==> src/rtl/tmds_pkg.sv <==
// Shared TMDS definitions: symbol modes, fixed control/guard tokens,
// the TERC4 data-island table and a byte popcount helper.
package tmds_pkg;

    typedef enum logic [1:0] {
        MODE_CTRL  = 2'd0,
        MODE_VIDEO = 2'd1,
        MODE_TERC4 = 2'd2,
        MODE_GUARD = 2'd3
    } tmds_mode_e;

    localparam logic [9:0] CTRL_TOKEN_00 = 10'b1101010100;
    localparam logic [9:0] CTRL_TOKEN_01 = 10'b0010101011;
    localparam logic [9:0] CTRL_TOKEN_10 = 10'b0101010100;
    localparam logic [9:0] CTRL_TOKEN_11 = 10'b1010101011;

    localparam logic [9:0] GUARD_TOKEN_CH1   = 10'b0100110011;
    localparam logic [9:0] GUARD_TOKEN_OTHER = 10'b1011001100;

    localparam logic [9:0] TERC4_TABLE [16] = '{
        10'b1010011100, 10'b1001100011, 10'b1011100100, 10'b1011100010,
        10'b0101110001, 10'b0100011110, 10'b0110001110, 10'b0100111100,
        10'b1011001100, 10'b0100111001, 10'b0110011100, 10'b1011000110,
        10'b1010001110, 10'b1001110001, 10'b0101100011, 10'b1011000011
    };

    function automatic logic [3:0] popcount8(input logic [7:0] v);
        logic [3:0] c;
        c = '0;
        for (int i = 0; i < 8; i++) begin
            c = c + {3'b000, v[i]};
        end
        return c;
    endfunction

endpackage

==> src/rtl/tmds_channel.sv <==
// One TMDS lane: stage-1 transition minimisation register, stage-2 DC
// balancing with its own running disparity, plus non-video token selection.
module tmds_channel
    import tmds_pkg::*;
#(
    parameter int CH_IDX  = 0,
    parameter bit OUT_REG = 1'b1
) (
    input  logic       clk_i,
    input  logic       rst_n_i,
    input  logic       valid_i,
    input  logic [7:0] data_i,
    input  logic [1:0] ctrl_i,
    input  logic [3:0] aux_i,
    input  logic       s1_valid_i,
    input  tmds_mode_e s1_mode_i,
    output logic [9:0] sym_o
);

    logic [3:0] n_data;
    logic       use_xnor;
    logic [8:0] qm_d;
    logic [3:0] n1_d;

    logic [8:0] qm_q;
    logic [3:0] n1_q;
    logic [3:0] n0_q;
    logic [1:0] ctrl_q;
    logic [3:0] aux_q;

    logic signed [5:0] cnt_q;
    logic signed [5:0] cnt_d;
    logic signed [5:0] diff;
    logic              cnt_pos;
    logic              cnt_neg;
    logic [9:0]        sym_d;
    logic [9:0]        last_q;

    // XNOR is XOR with an extra inversion per step, so one accumulator covers both chains.
    always_comb begin
        logic acc;
        n_data   = popcount8(data_i);
        use_xnor = (n_data > 4'd4) || ((n_data == 4'd4) && !data_i[0]);
        acc      = data_i[0];
        qm_d     = '0;
        qm_d[0]  = acc;
        for (int k = 1; k < 8; k++) begin
            acc     = acc ^ data_i[k] ^ use_xnor;
            qm_d[k] = acc;
        end
        qm_d[8] = ~use_xnor;
        n1_d    = popcount8(qm_d[7:0]);
    end

    always_ff @(posedge clk_i or negedge rst_n_i) begin
        if (!rst_n_i) begin
            qm_q   <= '0;
            n1_q   <= '0;
            n0_q   <= '0;
            ctrl_q <= '0;
            aux_q  <= '0;
        end else if (valid_i) begin
            qm_q   <= qm_d;
            n1_q   <= n1_d;
            n0_q   <= 4'd8 - n1_d;
            ctrl_q <= ctrl_i;
            aux_q  <= aux_i;
        end
    end

    always_comb begin
        diff    = $signed({2'b00, n1_q}) - $signed({2'b00, n0_q});
        cnt_pos = !cnt_q[5] && (cnt_q != 6'sd0);
        cnt_neg = cnt_q[5];
        sym_d   = '0;
        cnt_d   = cnt_q;
        unique case (s1_mode_i)
            MODE_VIDEO: begin
                if ((cnt_q == 6'sd0) || (n1_q == n0_q)) begin
                    sym_d = {~qm_q[8], qm_q[8], qm_q[8] ? qm_q[7:0] : ~qm_q[7:0]};
                    cnt_d = qm_q[8] ? (cnt_q + diff) : (cnt_q - diff);
                end else if ((cnt_pos && (n1_q > n0_q)) || (cnt_neg && (n0_q > n1_q))) begin
                    sym_d = {1'b1, qm_q[8], ~qm_q[7:0]};
                    cnt_d = cnt_q - diff + (qm_q[8] ? 6'sd2 : 6'sd0);
                end else begin
                    sym_d = {1'b0, qm_q[8], qm_q[7:0]};
                    cnt_d = cnt_q + diff - (qm_q[8] ? 6'sd0 : 6'sd2);
                end
            end
            MODE_CTRL: begin
                cnt_d = '0;
                unique case (ctrl_q)
                    2'b00:   sym_d = CTRL_TOKEN_00;
                    2'b01:   sym_d = CTRL_TOKEN_01;
                    2'b10:   sym_d = CTRL_TOKEN_10;
                    default: sym_d = CTRL_TOKEN_11;
                endcase
            end
            MODE_TERC4: begin
                cnt_d = '0;
                sym_d = TERC4_TABLE[aux_q];
            end
            MODE_GUARD: begin
                cnt_d = '0;
                sym_d = (CH_IDX == 1) ? GUARD_TOKEN_CH1 : GUARD_TOKEN_OTHER;
            end
        endcase
    end

    // last_q doubles as the output register and as the bubble-hold value.
    always_ff @(posedge clk_i or negedge rst_n_i) begin
        if (!rst_n_i) begin
            cnt_q  <= '0;
            last_q <= '0;
        end else if (s1_valid_i) begin
            cnt_q  <= cnt_d;
            last_q <= sym_d;
        end
    end

    generate
        if (OUT_REG) begin : g_out_reg
            assign sym_o = last_q;
        end else begin : g_out_comb
            assign sym_o = s1_valid_i ? sym_d : last_q;
        end
    endgenerate

endmodule

==> src/rtl/tmds_encoder_mc.sv <==
// Multi-channel TMDS encoder: shared valid/mode pipeline feeding NUM_CH
// independent lanes; symbols appear 2 cycles after input (1 without OUT_REG).
module tmds_encoder_mc
    import tmds_pkg::*;
#(
    parameter int NUM_CH  = 3,
    parameter bit OUT_REG = 1'b1
) (
    input  logic                   clk_in,
    input  logic                   rst_n_in,
    input  logic                   valid_in,
    input  logic [1:0]             mode_in,
    input  logic [8*NUM_CH-1:0]    data_in,
    input  logic [2*NUM_CH-1:0]    ctrl_in,
    input  logic [4*NUM_CH-1:0]    aux_in,
    output logic [10*NUM_CH-1:0]   tmds_out,
    output logic                   valid_out
);

    logic       s1_valid_q;
    tmds_mode_e s1_mode_q;

    always_ff @(posedge clk_in or negedge rst_n_in) begin
        if (!rst_n_in) begin
            s1_valid_q <= 1'b0;
            s1_mode_q  <= MODE_CTRL;
        end else begin
            s1_valid_q <= valid_in;
            if (valid_in) begin
                s1_mode_q <= tmds_mode_e'(mode_in);
            end
        end
    end

    generate
        if (OUT_REG) begin : g_valid_reg
            logic s2_valid_q;
            always_ff @(posedge clk_in or negedge rst_n_in) begin
                if (!rst_n_in) begin
                    s2_valid_q <= 1'b0;
                end else begin
                    s2_valid_q <= s1_valid_q;
                end
            end
            assign valid_out = s2_valid_q;
        end else begin : g_valid_comb
            assign valid_out = s1_valid_q;
        end
    endgenerate

    genvar gi;
    generate
        for (gi = 0; gi < NUM_CH; gi++) begin : g_ch
            tmds_channel #(
                .CH_IDX  (gi),
                .OUT_REG (OUT_REG)
            ) u_ch (
                .clk_i      (clk_in),
                .rst_n_i    (rst_n_in),
                .valid_i    (valid_in),
                .data_i     (data_in[gi*8 +: 8]),
                .ctrl_i     (ctrl_in[gi*2 +: 2]),
                .aux_i      (aux_in[gi*4 +: 4]),
                .s1_valid_i (s1_valid_q),
                .s1_mode_i  (s1_mode_q),
                .sym_o      (tmds_out[gi*10 +: 10])
            );
        end
    endgenerate

endmodule
==> config.mk <==
export PLATFORM = sky130hd
export DESIGN_NAME = tmds_encoder_mc
export DESIGN_NICKNAME = d
export VERILOG_FILES = /design/src/rtl/tmds_pkg.sv /design/src/rtl/tmds_channel.sv /design/src/rtl/tmds_encoder_mc.sv
export SDC_FILE = /design/constraint.sdc
export NUM_CORES = 1
export LEC_CHECK = 0
export ABC_AREA = 1
export CORE_MARGIN = 5
export CORE_UTILIZATION = 55
export CTS_CLUSTER_DIAMETER = 60
export DETAILED_ROUTE_END_ITERATION = 8
export PLACE_DENSITY = 0.85
export SETUP_SLACK_MARGIN = 0.15
export SYNTH_ARGS = -nofsm -noshare
export SYNTH_HDL_FRONTEND = slang
export SYNTH_HIERARCHICAL = 1
export SYNTH_SLANG_ARGS = --single-unit
==> constraint.sdc <==
create_clock -name clk_in -period 3.18 [get_ports clk_in]
set_input_delay 0.636 -clock clk_in [delete_from_list [all_inputs] [get_ports clk_in]]
set_output_delay 0.636 -clock clk_in [all_outputs]
set_load 0.02 [all_outputs]
==> results.yml <==
global_route:
  antenna_found_initial: 0
  grt_pass1_wl_microns: 47300
  grt_pass1_vias: 10300
  track_usage: 0.262
  grt_max_degree: 70
  grt-ovfl-total: 0
cells_and_area:
  finalInstanceArea_sq_um: 13600
  fillerInstances: 1308
  drive_above_1_share: 0.232
  utilization: 0.727
  diodes: 0
  final_nets: 1796
  syn_to_final_growth_pct: 29.7
worst_setup_path:
  critical-path-top-delay-family: "adder cells"
  path_class: "primary input to register"
  worstPathBufferInverterCount: 6
  endpoint: "g_ch[2].u_ch/n0_q[3]$_DFFE_PN0P_"
  rrSetupSlack_ps: 320
  timing.rr.end: "g_ch[2].u_ch/cnt_q[5]$_DFFE_PN0P_"
  end_kind: "register"
  crit_top_cell: "fa_1"
  r2r_start: "g_ch[2].u_ch/n1_q[1]$_DFFE_PN0P_"
  cp_max_fo: 7
  startpoint_type: "primary input"
  cp.depth: 25
  slowest_stage: "fa_1"
  critical-path-max-stage-delay_ps: 550
  arrival_ps: 6420
  reg2reg_depth: 19
  required_ps: 3450
  crit_start: "data_in[16]"
timing:
  hold_slack_ps: 229
  fmax_mhz: 163
  setup_slack_ps: -2970
  final-setup-viol-count: 37
  fin_crit_ps: 6150
  max_slew_margin: 0.422
  finClkSkew_ps: 9.94
  hold_viol: 0
  rsz0062_at_grt: "yes"
  worst_pin_slew_ps: 867
  maxSlewViolCount: 0
  min_period_over_period: 1.93
yosys:
  synth_fa_ha_area_frac: 0.183
  yosysTopAreaCell: "dfrtp_1"
  synth_fp_nets: 1606
  syn_avg_cell_area_sq_um: 7.40
  synth-edff-count: 0
  synth_async_sr_flop_share: 1.00
  ys_types: 52
  synthesis.area_sq_um: 10500
  netlist_instances: 1421
  synthXorXnorAreaFrac: 0.0503
  synth_area_leaders: "dfrtp_1 27%, ha_1 13%, nand2_1 12%"
  yosys.area_share.simple: 0.258
  synth_top_family_by_area: "simple AND/OR/NAND/NOR gates"
  synth_compound_area_frac: 0.141
  ys_seq_area_frac: 0.274
  ys.flop_type: "dfrtp_1"
  yosysTopAreaCellShare: 0.274
  synth.area.mux_share: 0
  yosys_register_bits: 115
  yosysWarnings: 6
placement:
  numPortBuffers: 77
  hpwl_microns: 20400
  place_ws_ps: -3790
  gp_congestion: 0.946
  dpl-instance-area_sq_um: 12400
clock_network:
  numCtsBuffers: 17
  worstSkewPairLatency_ps: 440
  cts_max_level: 4
  clock-sinks: 115
  clockBufferDepth: 2
  ctsHoldBuffers: 0
  path_clk_slew_ps: 50
  cts_root_buffer: "clkbuf_16"
  cts_tree: "done"
die:
  core_area_sq_um: 18800
  dieWidth_microns: 148
  die_area_sq_um: 22000
  chipHeight_microns: 148
  num_io_pins: 78
  start_util: 0.560
  rows: 50
status:
  status: "finished with violations"
  violations: "setup timing"
worst_hold_path:
  hold_path_class: "primary input to asynchronous set/reset pin"
detailed_routing:
  vias: 10400
  ant_nets: 0
  first_pass_iters: 6
  wl_microns: 30300
  drc: 0
  first_iter_violations: 1049
  via_per_inst: 5.62
  avgRoutedWirePerCell_microns: 16.3
run:
  drv_cap: 0
[through the flow]
step | TNS, ps | instances
floorplan | -55790 | 1421
global placement | -83720 | 1806
detailed placement | -88560 | 1806
CTS | -56000 | 1848
global route | -61870 | 1857
finish | -56330 | 1857
[what timing repair did]
item | CTS | global route
pin swaps | 59 | 71
cloned | 0 | 0
endpoints found under the setup margin | 38 | 43
resized for setup | 123 | 72
hold endpoints to repair | 0 | 0
setup buffers | 11 | 9
[synthesized netlist by cell type, types with 3 or more instances]
cell type,count
nand2_1,340
inv_1,217
dfrtp_1,115
o21ai_0,115
ha_1,111
nand3_1,98
nor2_1,70
a21oi_1,63
xor2_1,43
fa_1,27
nand2_2,25
clkbuf_1,20
o211ai_1,20
o21ai_1,18
nand2_4,16
inv_2,12
xnor2_1,10
a31oi_1,8
o22ai_1,8
or2_2,8
nand4_1,7
nor3_1,7
nand3_2,6
a22oi_1,5
nor2_2,5
a211oi_1,4
xor2_2,4
buf_2,3
inv_4,3
o21ai_2,3
[worst min-delay path by stage]
stage / cells after the start / slack, ps / end
3_3_place_gp: 2 / 470 / g_ch[2].u_ch/n0_q[2]$_DFFE_PN0P_
2_1_floorplan: 0 / 340 / g_ch[0].u_ch/aux_q[0]$_DFFE_PN0P_
4_1_cts: 1 / 230 / g_ch[2].u_ch/n1_q[3]$_DFFE_PN0P_
3_5_place_dp: 2 / 480 / g_ch[2].u_ch/n0_q[2]$_DFFE_PN0P_
5_1_grt: 1 / 280 / g_ch[2].u_ch/n1_q[3]$_DFFE_PN0P_
6_report: 1 / 230 / g_ch[2].u_ch/cnt_q[1]$_DFFE_PN0P_
[cells by family (layout without fill, tap and decap cells)]
logic type	after synthesis	after routing
buffers and inverters	257	459
AO/OA/AOI/OAI	261	261
adder cells (fa/ha/maj)	138	138
AND/OR/NAND/NOR	593	593
XOR/XNOR	57	57
flip-flops	115	115
[layout by cell type (no fill, tap or decap), types with 6 or more instances in the layout]
| cell type | n |
|---|---|
| a21oi_1 | 57 |
| a21oi_2 | 7 |
| a31oi_1 | 7 |
| buf_4 | 98 |
| buf_6 | 23 |
| buf_8 | 6 |
| clkbuf_16 | 17 |
| clkdlybuf4s50_1 | 62 |
| dfrtp_1 | 114 |
| fa_1 | 21 |
| fa_2 | 6 |
| ha_1 | 94 |
| ha_4 | 13 |
| inv_1 | 192 |
| inv_2 | 31 |
| inv_4 | 7 |
| nand2_1 | 316 |
| nand2_2 | 42 |
| nand2_4 | 23 |
| nand3_1 | 86 |
| nand3_2 | 15 |
| nand4_1 | 7 |
| nor2_1 | 66 |
| nor2_2 | 8 |
| o211ai_1 | 20 |
| o21ai_0 | 88 |
| o21ai_1 | 30 |
| o21ai_2 | 16 |
| o22ai_1 | 8 |
| or2_2 | 8 |
| xnor2_1 | 6 |
| xor2_1 | 38 |
| xor2_2 | 9 |
[flip-flops by register name, summed over array words and instances, names as in the netlist]
register	count
g_ch.u_ch/n0_q	9
s1_mode_q	2
g_ch.u_ch/cnt_q	18
g_ch.u_ch/aux_q	12
g_ch.u_ch/sym_o	30
g_ch.u_ch/n1_q	9
g_ch.u_ch/qm_q	27
g_ch.u_ch/ctrl_q	6
s1_valid_q	1
valid_out	1
[routing by layer]
metal	GRT usage	up-vias	share of wire
li1	-	4961	-
met1	0.307	4929	0.39
met2	0.471	420	0.51
met3	0.0384	122	0.056
met4	0.122	0	0.044
met5	0	-	0
[cell type report]
type,count,area (sq um),area share
tap,234,293,0.0215
sequential,115,2880,0.211
inverter,233,912,0.0669
clock buffer,22,474,0.0348
timing repair buffer,195,1770,0.130
clock inverter,9,57.6,0.00422
multi-input combinational,1049,7250,0.532
Power is left out: the tool's default activity adds up to more than one toggle a clock period on the data nets, which glitch-free logic cannot reach.
